==> src/rtl/autocorr_pkg.sv <==
// autocorr_pkg: shared defaults and FSM state encoding for the autocorrelation block
package autocorr_pkg;
  localparam int N_DEF = 320;
  localparam int ORDER_DEF = 10;
  localparam int XW_DEF = 16;
  localparam int RW_DEF = 32;
  localparam int AW_DEF = 9;
  localparam int ACCW_DEF = 48;
  localparam int SHIFT_DEF = 8;
  typedef enum logic [2:0] {
    S_IDLE,
    S_ADDR_A,
    S_ADDR_B,
    S_MAC,
    S_WRITE,
    S_DONE
  } state_t;
endpackage

==> src/rtl/autocorr_mac.sv <==
// autocorr_mac: signed multiply-accumulate with shifted, saturated readout
module autocorr_mac import autocorr_pkg::*; #(
  parameter int XW = XW_DEF,
  parameter int RW = RW_DEF,
  parameter int ACCW = ACCW_DEF,
  parameter int SHIFT = SHIFT_DEF
) (
  input  logic          clk,
  input  logic          rst,
  input  logic          clear,
  input  logic          enable,
  input  logic [XW-1:0] a,
  input  logic [XW-1:0] b,
  output logic [RW-1:0] sat_out
);
  localparam logic signed [ACCW-1:0] MAXV = {{(ACCW-RW+1){1'b0}}, {(RW-1){1'b1}}};
  localparam logic signed [ACCW-1:0] MINV = {{(ACCW-RW+1){1'b1}}, {(RW-1){1'b0}}};
  logic signed [ACCW-1:0] acc_q, acc_d, prod_x, shifted;
  logic signed [2*XW-1:0] prod;
  // product sign-extended into the accumulator; readout clamps to the RW range
  always_comb begin
    prod = $signed(a) * $signed(b);
    prod_x = {{(ACCW-2*XW){prod[2*XW-1]}}, prod};
    acc_d = clear ? '0 : enable ? acc_q + prod_x : acc_q;
    shifted = acc_q >>> SHIFT;
    sat_out = shifted > MAXV ? MAXV[RW-1:0] : shifted < MINV ? MINV[RW-1:0] : shifted[RW-1:0];
  end
  // accumulator register
  always_ff @(posedge clk or negedge rst)
    if (!rst) acc_q <= '0;
    else acc_q <= acc_d;
endmodule

==> src/rtl/autocorrelate_rn.sv <==
// autocorrelate_rn: LPC autocorrelation R[k] over one frame, written to the Rn RAM
module autocorrelate_rn import autocorr_pkg::*; #(
  parameter int N = N_DEF,
  parameter int ORDER = ORDER_DEF,
  parameter int XW = XW_DEF,
  parameter int RW = RW_DEF,
  parameter int AW = AW_DEF,
  parameter int ACCW = ACCW_DEF,
  parameter int SHIFT = SHIFT_DEF
) (
  input  logic          clk,
  input  logic          rst,
  input  logic          start,
  output logic          busy,
  output logic          done,
  output logic [AW-1:0] x_addr,
  input  logic [XW-1:0] x_data,
  output logic [AW-1:0] rn_addr,
  output logic [RW-1:0] rn_wdata,
  output logic          rn_wren
);
  localparam logic [AW-1:0] N_LAST = AW'(N - 1);
  localparam logic [AW-1:0] K_LAST = AW'(ORDER);
  state_t state_q, state_d;
  logic [AW-1:0] k_q, k_d, n_q, n_d, x_addr_q, x_addr_d;
  logic [XW-1:0] a_q, a_d;
  logic clr, en;
  autocorr_mac #(.XW(XW), .RW(RW), .ACCW(ACCW), .SHIFT(SHIFT)) u_mac (
    .clk(clk),
    .rst(rst),
    .clear(clr),
    .enable(en),
    .a(a_q),
    .b(x_data),
    .sat_out(rn_wdata)
  );
  // x_addr is registered, so it is loaded on the transition into the state that presents it
  always_comb begin
    state_d = state_q;
    k_d = k_q;
    n_d = n_q;
    a_d = a_q;
    x_addr_d = x_addr_q;
    clr = 1'b0;
    en = 1'b0;
    case (state_q)
      S_IDLE: if (start) begin
        state_d = S_ADDR_A;
        k_d = '0;
        n_d = '0;
        x_addr_d = '0;
        clr = 1'b1;
      end
      S_ADDR_A: begin
        state_d = S_ADDR_B;
        x_addr_d = n_q;
      end
      S_ADDR_B: begin
        state_d = S_MAC;
        a_d = x_data;
      end
      S_MAC: begin
        en = 1'b1;
        if (n_q == N_LAST) state_d = S_WRITE;
        else begin
          state_d = S_ADDR_A;
          n_d = n_q + 1'b1;
          x_addr_d = n_q + 1'b1 - k_q;
        end
      end
      S_WRITE: if (k_q == K_LAST) state_d = S_DONE;
      else begin
        state_d = S_ADDR_A;
        k_d = k_q + 1'b1;
        n_d = k_q + 1'b1;
        x_addr_d = '0;
        clr = 1'b1;
      end
      S_DONE: state_d = S_IDLE;
      default: state_d = S_IDLE;
    endcase
  end
  // state, counters, first operand and read address
  always_ff @(posedge clk or negedge rst)
    if (!rst) begin
      state_q <= S_IDLE;
      k_q <= '0;
      n_q <= '0;
      a_q <= '0;
      x_addr_q <= '0;
    end else begin
      state_q <= state_d;
      k_q <= k_d;
      n_q <= n_d;
      a_q <= a_d;
      x_addr_q <= x_addr_d;
    end
  assign x_addr = x_addr_q;
  assign rn_addr = k_q;
  assign rn_wren = state_q == S_WRITE;
  assign done = state_q == S_DONE;
  assign busy = state_q inside {S_ADDR_A, S_ADDR_B, S_MAC, S_WRITE};
endmodule

==> config.mk <==
export PLATFORM = sky130hd
export DESIGN_NAME = autocorrelate_rn
export DESIGN_NICKNAME = d
export VERILOG_FILES = /design/src/rtl/autocorr_pkg.sv /design/src/rtl/autocorr_mac.sv /design/src/rtl/autocorrelate_rn.sv
export SDC_FILE = /design/constraint.sdc
export NUM_CORES = 1
export LEC_CHECK = 0
export ABC_AREA = 1
export BUFFER_PORTS_ARGS = -buffer_cell sky130_fd_sc_hd__buf_2
export CORE_MARGIN = 8
export CORE_UTILIZATION = 65
export DETAILED_ROUTE_END_ITERATION = 8
export GPL_TIMING_DRIVEN = 0
export MAX_ROUTING_LAYER = met4
export PLACE_DENSITY = 0.94
export RECOVER_POWER = 50
export SETUP_SLACK_MARGIN = 0.05
export SLEW_MARGIN = 40
export SYNTH_ARGS = -nofsm -noshare
export SYNTH_HDL_FRONTEND = slang
export SYNTH_SLANG_ARGS = --single-unit
export TNS_END_PERCENT = 5
==> constraint.sdc <==
create_clock -name clk -period 9.3 [get_ports clk]
set_input_delay 0.465 -clock clk [delete_from_list [all_inputs] [get_ports clk]]
set_output_delay 0.465 -clock clk [all_outputs]
set_load 0.01 [all_outputs]
# --- Yosys cells after proc, flatten, opt, wreduce, memory -nomap -nowiden ---
# Cells that the tools add are included.
word_totals:
  ram_bits: 0
  memories: 0
  latchBits: 0
  mem_bits_ro: 0
  elab_cells: 52
  regBits: 94
  input_bits: 19
classes:
  order_cmp: 2
  shifts: 0
  n_eq_ne: 10
  n_div: 0
  n_reduce_logical: 9
  add_sub_neg: 4
  multipliers: 1
  n_mux: 20
  bitwise_logic: 0
ops:
  columns: ["operator", "n"]
  rows:
  - ["2-to-1 mux 48 bit", 2]
  - ["2-to-1 mux 32 bit", 2]
  - ["adder 48 bit", 1]
  - ["2-to-1 mux 9 bit", 5]
  - ["> comparator 40 x 32 -> 1 bit (second input constant)", 1]
  - ["less-than comparator 40 x 32 -> 1 bit (second input constant)", 1]
  - ["case mux 9 bit (4 select lines)", 1]
  - ["multiplier 16 x 16 -> 32 bit", 1]
  - ["case mux 9 bit (3 select lines)", 1]
  - ["adder 9 x 1 -> 9 bit (second input constant)", 2]
  - ["case mux 9 bit (2 select lines)", 1]
  - ["case mux 3 bit (5 select lines)", 1]
  - ["== test 9 x 4 -> 1 bit (second input constant)", 1]
  - ["== test 9 bit (second input constant)", 1]
  - ["2-to-1 mux 3 bit", 3]
  - ["subtractor 9 bit", 1]
  - ["AND reduction 4 bit", 2]
  - ["nonzero test 4 bit", 2]
  - ["== test 3 x 2 -> 1 bit (second input constant)", 2]
  - ["== test 3 bit (second input constant)", 2]
  - ["!= test 2 bit (second input constant)", 3]
  - ["nonzero test 2 bit", 2]
  - ["== test 3 x 1 -> 1 bit (second input constant)", 1]
  - ["zero test 3 bit", 1]
  - ["4 further kinds", 6]

# --- Longest topological paths before layout ---
# Gate-level depths: netlist (run 1).
logic_depth:
  depth_word: 4
  ltp_mapped: 42
  ltp_nobuf: 40

# --- Modules after synthesis ---
# A second synthesis (run 1) with hierarchy kept.
hier_totals:
  hier_cells: 2645
  area_unflattened_um2: 18704.2
modules_own_cells:
  columns: ["module", "instances", "cells_per_inst", "seq_area_each_um2", "area_each_um2"]
  rows:
  - ["autocorr_mac", 1, 2312, 1201.2, 16040.4]
  - ["autocorrelate_rn", 1, 333, 1151.1, 2663.8]

# --- Worst setup path after synthesis (run 1) ---
# Ideal clock, no wire load.
synth_path:
  path_kind: "input port to flip-flop"
  start: "in x_data[5]"
  end: "reg u_mac.acc_q[45]"
  arrival_ns: 7.474
  required_ns: 9.182
  stages: 34
  path_buffers: 2
  path_slack_ns: 1.708
  cell_sequence: "clkbuf_1 -> clkbuf_1 -> nand2_1 -> fa_1 -> inv_1 -> fa_1 -> fa_1 -> fa_1 -> inv_1 -> fa_1 -> fa_1 -> inv_1 -> ha_1 -> nand2_1 -> nor2_1 -> nand3_1 -> nor2_1 -> nand2_1 -> inv_1 -> nor2_1 -> nand2_1 -> nand2_1 -> ha_1 -> nand2_1 -> nor2_1 -> inv_1 -> nor2_1 -> inv_1 -> nor3_2 -> nand3_1 -> nand3_1 -> nand2_1 -> nand3_1 -> nand2_1"
synth_between:
  elab_chain_cells: 4
synth_rtl:
  columns: ["item", "line", "rtl"]
  rows:
  - ["start, declared", "autocorrelate_rn.sv:17", "input logic [XW-1:0] x_data,"]
  - ["multiplier 16 x 16 -> 32 bit", "autocorr_mac.sv:22", "prod = $signed(a) * $signed(b);"]
  - ["adder 48 bit", "autocorr_mac.sv:24", "acc_d = clear ? '0 : enable ? acc_q + prod_x : acc_q;"]
  - ["2-to-1 mux 48 bit (2 in a row)", "autocorr_mac.sv:24", null]
  - ["end signal, assigned", "autocorr_mac.sv:30", "if (!rst) acc_q <= '0;"]
  - ["end signal, assigned", "autocorr_mac.sv:31", "else acc_q <= acc_d;"]
  - ["end, declared", "autocorr_mac.sv:18", "logic signed [ACCW-1:0] acc_q, acc_d, prod_x, shifted;"]
# No other way between the ends. The select of a mux whose other input is x is not followed.
# A chain may end at the register's enable or synchronous reset.

# --- Worst setup path after layout (run 1) ---
layout_path:
  start: "reg a_q[11]"
  end: "reg u_mac.acc_q[46]"
layout_between:
  elab_chain_cells: 4
layout_rtl:
  columns: ["item", "line", "rtl"]
  rows:
  - ["start, declared", "autocorrelate_rn.sv:26", "logic [XW-1:0] a_q, a_d;"]
  - ["start signal, assigned", "autocorrelate_rn.sv:89", "a_q <= '0;"]
  - ["start signal, assigned", "autocorrelate_rn.sv:95", "a_q <= a_d;"]
  - ["multiplier 16 x 16 -> 32 bit", "autocorr_mac.sv:22", null]
  - ["adder 48 bit", "autocorr_mac.sv:24", null]
  - ["2-to-1 mux 48 bit (2 in a row)", "autocorr_mac.sv:24", null]
# No other way between the ends. The select of a mux whose other input is x is not followed.

==> impl_metrics.ini, run 1 <==
[outcome]
status = finished, violations left
violations = max-capacitance violations, max-slew violations

[timing]
rsz0062_at_grt = false
max_slew_margin = -1.369
period_share = 0.9379
fmax_mhz = 114.6
tightestPinTransition_ps = 3553
slew_violations = 97
period_needed_ps = 8723
tns_ps = 0
hold_viol_final = 0
clock-skew-final_ps = 13.76
finalSetupViolations = 0

[clock_network]
clockBufferDepth = 2
clock-root-buffer = clkbuf_16
cts.sink_count = 94
numCtsBuffers = 9
post_cts_buffers = 0
clk_transition_reported_paths_ps = 80
cts_tree = done
clkLatencyLatePin_ps = 380
h-tree-depth = 3

[setup_path]
cpPeakStageDelay_ps = 590
worst-path-max-fanout = 17
cp.required_ps = 9550
critPathLaunchType = register
worstSetupPathType = register to register
cp-end-kind = register
cp_slowest_cell = fa_1
cp_common_cell = nand2_1
critPathArrivalTime_ps = 8970

[placement]
gp_congestion = 1.038
dp_hpwl_mm = 45.76
place_area_mm2 = 0.01938
port_buffers = 56

[yosys]
yosysSeqAreaShare = 0.1267
synth_common_cells = 669 x nand2_1, 656 x inv_1, 264 x fa_1
synth-edff-count = 0
synth_warnings = 0
synthDistinctLibCells = 54
async_flop_share = 1.000
synth_flop_cell = dfrtp_1
netlist_area_mm2 = 0.01857
synth_area_per_cell_um2 = 7.088
yosysTopAreaCellShare = 0.2846
synth.area.top_cells = fa_1 28%, nand2_1 14%, inv_1 13%
synth_nets = 3045
synth.largest_area_cell = fa_1
synth_cells = 2620
ys_ff_latch = 94
synth_most_common_cell = nand2_1

[die]
die_width_um = 185.0
die_h_um = 185.0
initial_utilization = 0.6541
core_area_mm2 = 0.02839
rows = 62
io_pins = 72
dieArea_mm2 = 0.03424

[detailed_routing]
wl_mm = 55.08
vias = 17180
via_per_inst = 5.581
wl_per_cell_um = 17.89
drt_first_iter_violations = 1643
ant_nets = 0
first_pass_iters = 6
drc = 0

[final_layout]
antenna_cells = 0
multiInputGateArea_mm2 = 0.01337
ff_latch_area_mm2 = 0.002352
drive_gt1_frac = 0.04529
final_cell_area_mm2 = 0.01960
fillers = 2401
nets = 3114
area_delta_synth_final_pct = 5.552

[global_routing]
first_global_vias = 18080
grt_max_degree = 63
grt_overflow_total = 0
grtUsageTotal = 0.3464
antenna_found_initial = 0
grt_pass1_wl_mm = 90.27

[job]
cap_viol_max_count = 2

[hold_path]
hold_class = input port to register
==> per-layer routing <==
metal | vias up | part of all wire | track usage
met5 | - | 0 | -
met4 | 0 | 0.061 | 0.1857
met3 | 227 | 0.081 | 0.05708
met2 | 869 | 0.48 | 0.5739
met1 | 8112 | 0.38 | 0.4014
li1 | 7970 | - | -
==> through the flow <==
stage / hold slack, ps / std cells / setup WS (ps) / utilization
floorplan: 169.4 / 2620 / 1708 / -
detailed placement: 347.9 / 3061 / -25.06 / 0.6826
finish: 374.3 / 3078 / 577.1 / 0.6904
global placement: 459.4 / 3060 / 65.55 / 0.6809
global route: 403.6 / 3078 / 140.9 / 0.6904
CTS: 382.9 / 3078 / 102.3 / 0.6930
==> flip-flops by register name, indices dropped and copies added (netlist names) <==
signal	flops
u_mac.acc_q	48
a_q	16
n_q	9
rn_addr	9
x_addr	9
state_q	3
==> final timing paths <==
path / slack [ps] / end / start / depth (start not counted)
min in group asynchronous: 1140 / rn_addr[2]$_DFFE_PN0P_ / rst / 2
min reg2reg: 480 / x_addr[6]$_DFFE_PN0P_ / x_addr[6]$_DFFE_PN0P_ / 2
max: 580 / u_mac.acc_q[46]$_DFFE_PN0P_ / a_q[11]$_DFFE_PN0P_ / 32
min: 370 / state_q[0]$_DFFE_PN0N_ / start / 3
max reg2reg: 580 / u_mac.acc_q[46]$_DFFE_PN0P_ / a_q[11]$_DFFE_PN0P_ / 32
max in group asynchronous: 3990 / u_mac.acc_q[33]$_DFFE_PN0P_ / rst / 3
==> logic make-up after synthesis <==
group,count (synthesis),share of synthesized area
flip-flops,94,0.1267
buffers and inverters,752,0.1534
adder cells (fa/ha/maj),406,0.3802
AO/OA/AOI/OAI,338,0.1002
XOR/XNOR,35,0.01651
AND/OR/NAND/NOR,995,0.2230
==> what timing repair did <==
item	CTS	global route
resized for setup	0	4
hold buffers	1	0
endpoints found under the setup margin	0	13
endpoints found under the hold margin	32	0
==> area by class of cell <==
cell class / instances / area share
Buffer: 85 / 0.01768
Clock buffer: 10 / 0.01219
Clock inverter: 6 / 0.002298
Inverter: 667 / 0.1277
Multi-Input combinational cell: 1774 / 0.6819
Sequential cell: 94 / 0.1200
Tap cell: 384 / 0.02451
Timing Repair Buffer: 58 / 0.01372
==> layout by cell type (no fill, tap or decap), types with 5 or more instances in the layout <==
cell	n
or2_2	6
o21bai_1	9
nor2_2	9
nand3_1	83
nand2_2	10
a21oi_1	112
a21oi_2	5
o22ai_1	13
dfrtp_1	94
nand4_1	12
o21ai_0	123
nand2_1	668
o21ai_1	37
buf_2	42
inv_2	9
xor2_1	20
nor2_1	162
nand3_2	8
inv_1	657
a21o_1	11
clkbuf_1	95
o211ai_1	7
fa_1	263
clkbuf_16	9
xnor2_1	15
nor3_1	11
ha_1	142
==> worst max-delay path: cells and delay by family, from the launching register on <==
kind	cells	cell delay, ps
fa+ha+maj	8	4190
simple gates	13	1990
buf+inv	6	1270
compound gates	5	800
flops	1	330
Power of run 1 is left out: the tool's default activity adds up to more than one toggle a clock period on the data nets, which glitch-free logic cannot reach.
==> inputs of run 2 (changes only) <==
Settings changed: SYNTH_HIERARCHICAL set to 1.
==> run 2 against run 1 <==
Against the previous run: the run still ends with max-capacitance violations, max-slew violations left; count of clock-buffer cells in the layout is 1 higher; sequential cell count stayed put; final cell count is 1.3% higher; final area is 1.5% higher; sequential share of layout area is 0.17 points lower; clock skew is 6.0 ps higher; synthesized cell count is 0.95% higher; wire length is 1.8% higher; first-iteration DRC count is 14% higher; die area is 0.66% higher; worst setup slack better by 110 ps; core utilization is 0.64 points higher.
==> impl_metrics.ini, run 2 <==
[final_layout]
nets = 3154
largest_register_ffs = 48
antenna_cells = 0
drive_gt1_frac = 0.05669
reg_top3 = u_mac/acc_q: 48 flops, a_q: 16 flops
layout_common_cells = 662 x nand2_1, 651 x inv_1, 263 x fa_1, 193 x nor2_1, 142 x ha_1
regMostFlops = u_mac/acc_q
final_common_cell = nand2_1
fillers = 2375
area_delta_synth_final_pct = 6.348

[placement]
gp_congestion = 1.032
dp_hpwl_mm = 47.38
place_ws_ps = 76.75
port_buffers = 71

[yosys]
yosysTopAreaCellShare = 0.2826
synthDistinctLibCells = 52
async_flop_share = 1.000
synth-edff-count = 0
synth_flop_cell = dfrtp_1
synth.area.top_cells = fa_1 28%, nand2_1 13%, inv_1 13%
synth_common_cells = 662 x nand2_1, 651 x inv_1, 264 x fa_1
netlist_area_mm2 = 0.01870
synth.largest_area_cell = fa_1
synth_most_common_cell = nand2_1
synth_warnings = 6
synth_area_per_cell_um2 = 7.072
synth_cells = 2645
ys_ff_latch = 94
synth_nets = 3070
yosysSeqAreaShare = 0.1258

[clock_network]
clockBufferDepth = 2
clock-root-buffer = clkbuf_16
h-tree-depth = 3
post_cts_buffers = 0
cts.sink_count = 94
cts_tree = done
clkLatencyLatePin_ps = 360
clk_transition_reported_paths_ps = 80
numCtsBuffers = 9

[timing]
tns_ps = 0
hold_viol_final = 0
max_slew_margin = -1.515
fin_ws_ps = 685.7
fmax_mhz = 116.1
hold_slack_ps = 359.5
period_share = 0.9263
finalSetupViolations = 0
clock-skew-final_ps = 19.74
tightestPinTransition_ps = 3773
slew_violations = 97
period_needed_ps = 8614
rsz0062_at_grt = false

[die]
io_pins = 72
rows = 62
die_h_um = 185.6
die_width_um = 185.6
initial_utilization = 0.6552
dieArea_mm2 = 0.03446
core_area_mm2 = 0.02855

[global_routing]
grt_max_degree = 68
grtUsageTotal = 0.3485
grt_pass1_wl_mm = 91.31
grt_overflow_total = 0
antenna_found_initial = 0
first_global_vias = 18080

[setup_path]
worstSetupPathType = register to register
critPathArrivalTime_ps = 8910
cp-end-kind = register
timing.reg2reg.worst_path_depth = 30
cp.required_ps = 9600
worstReg2RegStart = a_q[8]$_DFFE_PN0P_
cpLargestDelayFamily = adder cells
worst-path-max-fanout = 10
cp_slowest_cell = nor4_1
cp-startpoint = a_q[8]$_DFFE_PN0P_
worstSetupPathDepth = 30
rr_endpoint = u_mac/acc_q[47]$_DFFE_PN0P_
path_buf_inv = 7
critPathLaunchType = register
rrSetupSlack_ps = 690
endpoint = u_mac/acc_q[47]$_DFFE_PN0P_
cpPeakStageDelay_ps = 670

[detailed_routing]
drc = 0
ant_nets = 0
wl_per_cell_um = 17.98
drt_first_iter_violations = 1870
via_per_inst = 5.688
wl_mm = 56.06
vias = 17730
first_pass_iters = 6

[outcome]
violations = max-capacitance violations, max-slew violations
status = finished, violations left

[job]
cap_viol_max_count = 2

[hold_path]
hold_class = input port to register
-- run 2: cell types whose count changed after synthesis, moves of 6 or more --
cell / change
nor2_1: +32
nand3_1: +18
o21ai_1: -17
mux2_2: +16
o21ai_0: +16
o21ai_2: +10
nand2_1: -7
o22ai_1: -7
clkbuf_1: -6
nor3_1: +6
-- run 2: worst min path at each step --
stage                          startpoint                           to  slack, ps  depth (start not counted)
CTS                             x_data[8]           a_q[8]$_DFFE_PN0P_        350                          2
floorplan                             rst           a_q[0]$_DFFE_PN0P_        170                          0
finish                          x_data[8]           a_q[8]$_DFFE_PN0P_        360                          2
detailed placement                    rst  u_mac/acc_q[46]$_DFFE_PN0P_        330                          1
global placement    x_addr[2]$_DFFE_PN0P_        x_addr[2]$_DFFE_PN0P_        460                          2
global route                    x_data[1]           a_q[1]$_DFFE_PN0P_        360                          2
-- run 2: area by class of cell --
cell class / count / area, µm² / area share
repair buffers: 73 / 346.6 / 0.01742
inverters: 657 / 2466 / 0.1240
clock buffers: 11 / 252.7 / 0.01271
clock inverters: 5 / 86.33 / 0.004340
well taps: 384 / 480.5 / 0.02415
plain buffers: 79 / 322.8 / 0.01623
multi-input cells: 1815 / 13580 / 0.6829
flip-flops and latches: 94 / 2352 / 0.1183
-- run 2: metal layers --
layer / share of wire / vias to the layer above / GRT usage / routed length [µm]
met3: 0.094 / 232 / 0.07300 / 5270
met4: 0.051 / 0 / 0.1607 / 2885
met1: 0.39 / 8428 / 0.4211 / 21580
met2: 0.47 / 970 / 0.5579 / 26320
met5: 0 / - / - / 0
li1: - / 8104 / - / -
-- run 2: metrics by stage --
| stage | cells | util | cell area (µm²) |
|---|---|---|---|
| finish | 3118 | 0.6968 | 19890 |
| detailed placement | 3101 | 0.6861 | 19590 |
| CTS | 3118 | 0.6983 | 19930 |
| global placement | 3100 | 0.6845 | 19540 |
| floorplan | 2645 | - | 18700 |
| global route | 3118 | 0.6968 | 19890 |
-- run 2: cells by family (layout without fill, tap and decap cells) --
| logic type | after synthesis | after routing | synth area share |
|---|---|---|---|
| xor+xnor | 30 | 30 | 0.01405 |
| compound gates | 335 | 335 | 0.09941 |
| flops | 94 | 94 | 0.1258 |
| simple gates | 1027 | 1027 | 0.2242 |
| buf+inv | 736 | 825 | 0.1489 |
| fa+ha+maj | 406 | 406 | 0.3776 |
| mux | 17 | 17 | 0.01017 |
-- run 2: what timing repair did --
action,CTS,global route
endpoints found under the setup margin,0,12
endpoints found under the hold margin,27,0
resized for setup,0,8
hold buffers,1,0
Power of run 2 is left out for the same reason.
